### config.mk
export PLATFORM = sky130hd
export DESIGN_NAME = uart_tx
export DESIGN_NICKNAME = d
export VERILOG_FILES = /design/src/rtl/uart_tx.sv
export SDC_FILE = /design/constraint.sdc
export NUM_CORES = 1
export LEC_CHECK = 0
export BUFFER_PORTS_ARGS = -buffer_cell sky130_fd_sc_hd__buf_4
export CAP_MARGIN = 20
export CORE_UTILIZATION = 56
export DETAILED_ROUTE_END_ITERATION = 10
export PLACE_DENSITY = 0.75
export RECOVER_POWER = 25
export SYNTH_ARGS = -nofsm -noshare
export SYNTH_HDL_FRONTEND = slang
export SYNTH_SLANG_ARGS = --single-unit
### constraint.sdc
create_clock -name clk -period 1.93 [get_ports clk]
set_input_delay 0.193 -clock clk [delete_from_list [all_inputs] [get_ports clk]]
set_output_delay 0.193 -clock clk [all_outputs]
set_load 0.01 [all_outputs]
### src/rtl/uart_tx.sv
// UART transmitter: frames a parallel word (start, data LSB-first, optional parity, stop)
// and shifts it out on tx, one bit per external baud_tick period.
module uart_tx #(
  parameter int unsigned DATA_BITS  = 8,
  parameter int unsigned PARITY_EN  = 0,
  parameter int unsigned PARITY_ODD = 0,
  parameter int unsigned STOP_BITS  = 1
) (
  input  logic                 clk,
  input  logic                 reset,
  input  logic                 baud_tick,
  input  logic [DATA_BITS-1:0] tx_data,
  input  logic                 tx_valid,
  output logic                 tx_ready,
  output logic                 tx,
  output logic                 tx_busy
);

  typedef enum logic [2:0] {StIdle, StSync, StStart, StData, StParity, StStop} state_e;

  localparam logic [3:0] LastBit   = 4'(DATA_BITS - 1);
  localparam logic [1:0] LastStop  = 2'(STOP_BITS - 1);
  localparam logic       ParityOdd = (PARITY_ODD != 0);

  state_e               state;
  logic [DATA_BITS-1:0] shift_reg;
  logic [3:0]           bit_cnt;
  logic [1:0]           stop_cnt;
  logic                 parity_bit;

  always_ff @(posedge clk) begin
    if (!reset) begin
      state      <= StIdle;
      tx         <= 1'b1;
      tx_ready   <= 1'b1;
      tx_busy    <= 1'b0;
      shift_reg  <= '0;
      bit_cnt    <= '0;
      stop_cnt   <= '0;
      parity_bit <= 1'b0;
    end else begin
      unique case (state)
        StIdle: begin
          tx <= 1'b1;
          if (tx_valid && tx_ready) begin
            shift_reg  <= tx_data;
            parity_bit <= (^tx_data) ^ ParityOdd;
            tx_ready   <= 1'b0;
            tx_busy    <= 1'b1;
            state      <= StSync;
          end
        end
        // A tick on the accept edge was seen in StIdle, so only later ticks land here,
        // which keeps the start bit a full period long.
        StSync: begin
          if (baud_tick) begin
            tx    <= 1'b0;
            state <= StStart;
          end
        end
        StStart: begin
          if (baud_tick) begin
            tx      <= shift_reg[0];
            bit_cnt <= '0;
            state   <= StData;
          end
        end
        StData: begin
          if (baud_tick) begin
            shift_reg <= shift_reg >> 1;
            bit_cnt   <= bit_cnt + 4'd1;
            if (bit_cnt == LastBit) begin
              if (PARITY_EN != 0) begin
                tx    <= parity_bit;
                state <= StParity;
              end else begin
                tx       <= 1'b1;
                stop_cnt <= '0;
                state    <= StStop;
              end
            end else begin
              tx <= shift_reg[1];
            end
          end
        end
        StParity: begin
          if (baud_tick) begin
            tx       <= 1'b1;
            stop_cnt <= '0;
            state    <= StStop;
          end
        end
        StStop: begin
          if (baud_tick) begin
            if (stop_cnt == LastStop) begin
              tx_ready <= 1'b1;
              tx_busy  <= 1'b0;
              state    <= StIdle;
            end else begin
              stop_cnt <= stop_cnt + 2'd1;
            end
          end
        end
        default: begin
          tx       <= 1'b1;
          tx_ready <= 1'b1;
          tx_busy  <= 1'b0;
          state    <= StIdle;
        end
      endcase
    end
  end

endmodule
Word-level counts from Yosys, hierarchy flattened

Cells that the tools add are included.

Bits in latches: 0
Memories kept: 0
Logic and storage cells: 74
Bits in read-only memories: 0
Register bits after elaboration: 20
Memory bits (writable): 0
Bits of input ports: 12

Shift operators: 0
Multiplexer cells: 35
Reduce and logical (&&, ||, !) cells: 13
Add/sub/neg operators: 2
Divide/modulo/power cells: 0
Multiply operators: 0
Order comparisons: 0
Bitwise gates (word level): 2
Equal/unequal tests: 15

Operators with widths:

| cell                                                                  | number |
|---|---|
| 3-bit two-way mux                                                     | 8 |
| 2-bit inequality test, second input constant                          | 9 |
| 3-bit case mux with 6 select lines                                    | 1 |
| 8-bit two-way mux                                                     | 2 |
| 8-bit case mux with 2 select lines                                    | 1 |
| 1-bit two-way mux                                                     | 11 |
| 2-bit two-way mux                                                     | 5 |
| 4-bit two-way mux                                                     | 2 |
| 4-bit case mux with 2 select lines                                    | 1 |
| 8-bit AND reduction                                                   | 1 |
| 3-bit by 2-bit equality test with 1-bit output, second input constant | 2 |
| 3-bit equality test, second input constant                            | 2 |
| 1-bit case mux with 3 select lines                                    | 2 |
| 2-bit case mux with 3 select lines                                    | 1 |
| 3-bit AND reduction                                                   | 2 |
| 6-bit AND reduction                                                   | 1 |
| 1-bit case mux with 5 select lines                                    | 1 |
| 5-bit AND reduction                                                   | 1 |
| 4-bit by 1-bit adder with 4-bit output, second input constant         | 1 |
| 4-bit by 3-bit equality test with 1-bit output, second input constant | 1 |
| 4-bit AND reduction                                                   | 1 |
| 2-bit nonzero test                                                    | 2 |
| 4-bit OR reduction                                                    | 1 |
| 3-bit by 1-bit equality test with 1-bit output, second input constant | 1 |
| other kinds (6)                                                       | 7 |

Logic depth before layout (Yosys ltp)

Gate-level depths: netlist (run 1).

Depth in word-level cells: 4
Gate-level depth with buffers: 6
Mapped depth without buffers: 6

Worst setup path after synthesis (run 1)

Ideal clock, no wire load.

Path kind: register to register
From: register bit_cnt[0]
To: register stop_cnt[1]
Data required time: 1860 ps
Arrival time: 1382 ps
Path slack: 477 ps
Setup time: 70 ps
Buffers on the path: 0
Stages on the path, launching flop included: 6
Period minus slack after synthesis: 1453 ps
Path through: dfxtp_1 ha_1 nand3b_1 a2bb2oi_1 or4b_1 a21oi_1

Word-level cells in the longest chain between the ends: 3

RTL lines:

| what                                           | line | text |
|---|---|---|
| start: declaration                             | 27   | `logic [3:0] bit_cnt;` |
| start signal: assignment                       | 71   | `bit_cnt <= bit_cnt + 4'd1;` |
| 4-bit by 3-bit equality test with 1-bit output | 72   | `if (bit_cnt == LastBit) begin` |
| 2-bit inequality test (no source line)         | --   |  |
| 6-bit AND reduction (no source line)           | --   |  |
| end signal: assignment                         | 100  | `stop_cnt <= stop_cnt + 2'd1;` |
| end: declaration                               | 28   | `logic [1:0] stop_cnt;` |

No other way between the ends.
A chain may end at the register's enable or synchronous reset.

Final worst setup path (run 1)

Ends and elaborated chain as after synthesis.

==> results of run 1 <==
## cells in the mapped netlist (all sizes together) (2+ instances only)
cell	instances	area, µm²
nor2	12	45.0
ha	2	25.0
mux2i	7	70.1
clkbuf	3	11.3
nor3	3	15.0
a21o	2	15.0
o21ai	6	30.0
nand3	3	15.0
or4	2	15.0
o31ai	3	22.5
nand2b	2	12.5
dfxtp	20	400
nor2b	2	12.5
nand4	3	18.8
inv	6	22.5
a211oi	7	52.6
a21oi	14	73.8
nand2	8	30.0
a31oi	2	12.5
buf	7	50.1
nand3b	3	35.0
## path summary, 6_finish.rpt
path | startpoint | slack [ps] | endpoint | cells after the start
hold reg to reg | bit_cnt[3] | 480 | bit_cnt[3] | 2
setup reg to reg | bit_cnt[0] | 280 | stop_cnt[1] | 5
setup / recovery | bit_cnt[0] | 280 | stop_cnt[1] | 5
hold / removal | reset | 100 | tx_ready | 2
## layer usage
layer	vias up	wire, µm	global-route usage [%]	share of wire (%)
met5	-	0	0	0
met4	0	47	12.6	1.9
met3	5	80	4.23	3.3
met2	33	1130	38.4	47
met1	470	1170	31.4	48
li1	533	-	-	-
## critical path: cells and delay by family (launching register included)
kind            cells  cell delay, ps
compound gates      2             350
fa+ha+maj           1             210
flops               1             380
simple gates        2             630
## kinds of logic (layout without fill, tap and decap cells)
family	after synthesis	count (layout)
flip-flops	20	20
XOR/XNOR	1	1
adder cells (fa/ha/maj)	2	2
AND/OR/NAND/NOR	46	46
buffers and inverters	17	30
multiplexers	8	8
AO/OA/AOI/OAI	42	42
## power groups by stage
stage               Combinational (mW)  Clock [mW]  Sequential, mW
floorplan                        0.532           0           0.571
global placement                 0.599           0           0.628
detailed placement               0.623           0           0.633
CTS                              0.629       0.206           0.623
global route                     0.686       0.223           0.649
finish                           0.618       0.201           0.627
## layout make-up
class	count	area (µm²)
Clock buffer	3	22.5
Fill cell	188	653
Inverter	7	26.3
Multi-Input combinational cell	99	666
Sequential cell	20	402
Tap cell	27	33.8
Timing Repair Buffer	20	139
## metrics by stage
step                      total power, mW  util [%]  instance area (µm²)  setup slack (ps)  cells
after floorplan                      1.10         -                 1150               477    136
after global placement               1.23      65.7                 1280               237    173
after detailed placement             1.26      65.7                 1280               154    173
after CTS                            1.46      66.9                 1300               136    176
after global routing                 1.56      66.4                 1290               191    176
final                                1.45      66.4                 1290               280    176
==> out/metrics.csv, run 1 <==
metric,value,unit
"Clk Latency, worst-skew pair",310,ps
clock skew,2.77,ps
synthesized cell area,1150,µm²
Leak,0.523,nW
"commonest non-fill, non-tap cell in the layout",dfxtp_1,
Routed WL per cell,13.8,µm
post-synth net total,150,
Clock power frac,13.9,%
# IOs,15,
synth warn,0,
most frequent cells in the layout,"dfxtp_1 (19), buf_4 (17), a21oi_1 (13), nor2_1 (12), nand2_1 (8)",
worst-margin pin slew,520,ps
"Hold Vio Cnt, Final",0,
GRT Overall Usage,24.3,%
worst min-delay path class,input pin to flip-flop,
Syn Area/Cell,8.48,µm²
core area,1940,µm²
TritonCTS Sinks,20,
# rows,16,
crit-path cells,ha_1 > nand3b_1 > a2bb2oi_1 > or4b_1 > a21oi_1,
Worst Path Required,2160,ps
vias in the first global route,857,
Tcrit/Tclk final,85.5,%
Comb pwr share,42.7,%
Final Wtd Congestion,0.837,
clk buf depth,2,
CTS buffer count,3,
startpoint types,flip-flop,
"FF+latch count, synth",20,
RSZ-0062 raised after global routing,false,
largest family of logic cells by synthesized area,compound AO/OA/AOI/OAI gates,
final setup TNS,0,ps
Max-Cap Viols,0,
dominant synthesized flop cell,dfxtp_1,
outcome,completed,
Yosys cell types,44,
Crit Path Class,flip-flop to flip-flop,
routed via count,1041,
first-pass GRT wire length,3730,µm
Setup Viol. Count Final,0,
Final Max Slew Viols,0,
clock-pin slew of the registers on the worst-case setup and hold paths,110,ps
peak supply drop,0.727,mV
Die H,47.4,µm
Total Wirelength,2430,µm
Power per Cell Area,1120,nW/µm²
1st-iter DRT viols,18,
area grow syn2layout,11.7,%
Via density,5.91,
hold slack,96.2,ps
Achievable Freq,0.606,GHz
Post-Synth Adder-Cell Area,2.17,%
data arrival time of the critical path,1880,ps
Reg power frac,43.4,%
ant diodes,0,
max reg flops,8,
PortBufs,14,
global route total overflow,0,
P_sw,0.590,mW
DRC viols,0,
layout cells sized above 1,16.8,%
CP max FO,4,
H-tree depth,1,
Synth Area in Simple Gates,23.1,%
CTS tree,built,
clk root buf,clkbuf_4,
Slew headroom,65.2,%
register area share after synthesis,34.7,%
Die Wd,47.4,µm
mux contribution to synthesized area,7.05,%
setup bufs post-CTS,0,
die area,2250,µm²
largest net degree at the start of global routing,19,
Post-synth ARST share,0,%
Internal Power,0.857,mW
cts hold-fix bufs,0,
HPWL after DPL,1770,µm
Post-synth EDFFs,0,
slowest CP cell,or4b_1,
antenna violations before repair,0,
Initial Utilization,59.4,%
Post-CTS Resized,0,
CP peak stage delay,500,ps
CP Capture Type,flip-flop,
clock period minus worst slack,1650,ps
post-route ant nets,0,
Syn Inst Count,136,
post-synthesis compound-gate area fraction,24.6,%
Synth Area in XOR/XNOR,0.759,%
nets,165,
switching share of power,40.8,%
DR pass1 iterations,4,
No activity file was read; power rests on OpenSTA's default activity.
==> run 2, diff against run 1 <==
--- a/config.mk
+++ b/config.mk
@@ -7,6 +7,7 @@
 export LEC_CHECK = 0
 export BUFFER_PORTS_ARGS = -buffer_cell sky130_fd_sc_hd__buf_4
 export CAP_MARGIN = 20
+export CORE_MARGIN = 5
 export CORE_UTILIZATION = 56
 export DETAILED_ROUTE_END_ITERATION = 10
 export PLACE_DENSITY = 0.75
==> out/metrics.csv, run 2 (synthesized netlist as in run 1, its figures left out) <==
metric,value,unit
Worst Path Required,2130,ps
post-route ant nets,0,
# IOs,15,
CTS tree,built,
Initial Utilization,58.8,%
CP peak stage delay,420,ps
max reg flops,8,
largest net degree at the start of global routing,19,
worst-margin pin slew,519,ps
"commonest non-fill, non-tap cell in the layout",dfxtp_1,
DR pass1 iterations,4,
R2R Path Start,bit_cnt[0],
1st-iter DRT viols,16,
DRC viols,0,
ant diodes,0,
FF-to-FF path depth,5,
CP max FO,4,
startpoint types,flip-flop,
most frequent cells in the layout,"dfxtp_1 (20), buf_4 (16), a21oi_1 (13), nor2_1 (12), nand2_1 (8)",
CP Capture Type,flip-flop,
antenna violations before repair,0,
# rows,16,
HPWL after DPL,1760,µm
core area,1960,µm²
global route total overflow,0,
PortBufs,14,
outcome,completed,
routed via count,1027,
Post-CTS Resized,0,
setup bufs post-CTS,0,
Total Wirelength,2400,µm
Final Wtd Congestion,0.854,
layout cells sized above 1,16.1,%
Leak,0.524,nW
crit-path cells,ha_1 > and4b_1 > o32ai_1 > or4_1 > a21oi_1,
Max-Cap Viols,0,
cell count of the worst hold path,2,
hold slack,102,ps
peak supply drop,0.636,mV
CTS buffer count,3,
final setup TNS,0,ps
Final Max Slew Viols,0,
GRT Overall Usage,16.1,%
first-pass GRT wire length,4200,µm
clock skew,4.65,ps
slowest CP cell,or4_1,
Worst Min Path Start,reset,
cts hold-fix bufs,0,
clk buf depth,2,
placed cell area,1270,µm²
Die H,55.4,µm
clk root buf,clkbuf_4,
Via density,5.84,
WP buf/inv,0,
clock period minus worst slack,1700,ps
Slew headroom,65.3,%
area grow syn2layout,12.1,%
worst reg2reg endpoint,state[2],
Achievable Freq,0.587,GHz
data arrival time of the critical path,1910,ps
die area,3070,µm²
H-tree depth,1,
min setup slack post-route,227,ps
clock-pin slew of the registers on the worst-case setup and hold paths,120,ps
TritonCTS Sinks,20,
Tcrit/Tclk final,88.2,%
Die Wd,55.4,µm
design area,1290,µm²
"Clk Latency, worst-skew pair",290,ps
pre-CTS setup slack,292,ps
nets,164,
WHS Endpoint,tx_ready,
worst min-delay path class,input pin to flip-flop,
Power per Cell Area,1140,nW/µm²
"CP delay by family, top",simple AND/OR/NAND/NOR gates,
RSZ-0062 raised after global routing,false,
vias in the first global route,998,
Setup Viol. Count Final,0,
R2R setup slack,230,ps
"Hold Vio Cnt, Final",0,
Routed WL per cell,13.6,µm
Crit Path Class,flip-flop to flip-flop,
==> run 2: changes by cell type in the layout (fill, tap and decap cells not counted) <==
cell      previous run  this run
buf_4               17        16
clkbuf_8             0         1
dfxtp_1             19        20
dfxtp_2              1         0
==> run 2: stage by stage <==
step	cells	utilization, %	power [mW]
6_report	176	65.9	1.48
5_1_grt	176	65.9	1.59
4_1_cts	176	66.5	1.50
3_5_place_dp	172	64.7	1.26
3_3_place_gp	172	64.7	1.24
2_1_floorplan	136	-	1.10
==> run 2: area by class of cell <==
type	count	area [µm²]
inverters	7	26.3
well taps	27	33.8
fillers	195	668
multi-input cells	99	666
repair buffers	19	131
clock buffers	4	36.3
flip-flops and latches	20	400
==> run 2: worst max path at each step <==
stage | from | endpoint | slack, ps | cells past startpoint
after global routing | bit_cnt[0] | state[2] | 150 | 5
after detailed placement | bit_cnt[0] | state[2] | 290 | 5
final | bit_cnt[0] | state[2] | 230 | 5
after CTS | bit_cnt[0] | state[2] | 260 | 5
after global placement | stop_cnt[0] | state[2] | 300 | 6
after floorplan | bit_cnt[0] | stop_cnt[1] | 480 | 5
==> run 2: layer usage <==
metal,part of all wire [%],up-vias,track usage [%]
li1,-,531,-
met1,50,481,20.6
met2,47,13,28.0
met3,2.3,2,2.56
met4,0.42,0,4.17
met5,0,-,0
==> run 2: worst register-to-register path, stage by stage (launching register included) <==
cell and delay, ps:
dfxtp_1 380, ha_1 210, and4b_1 240, o32ai_1 150
or4_1 420, a21oi_1 210
==> run 2: report_power, final <==
part | switching, mW | total (mW) | internal (mW)
registers | 0.104 | 0.612 | 0.508
clock network | 0.127 | 0.242 | 0.115
logic | 0.352 | 0.627 | 0.275
total | 0.583 | 1.48 | 0.898
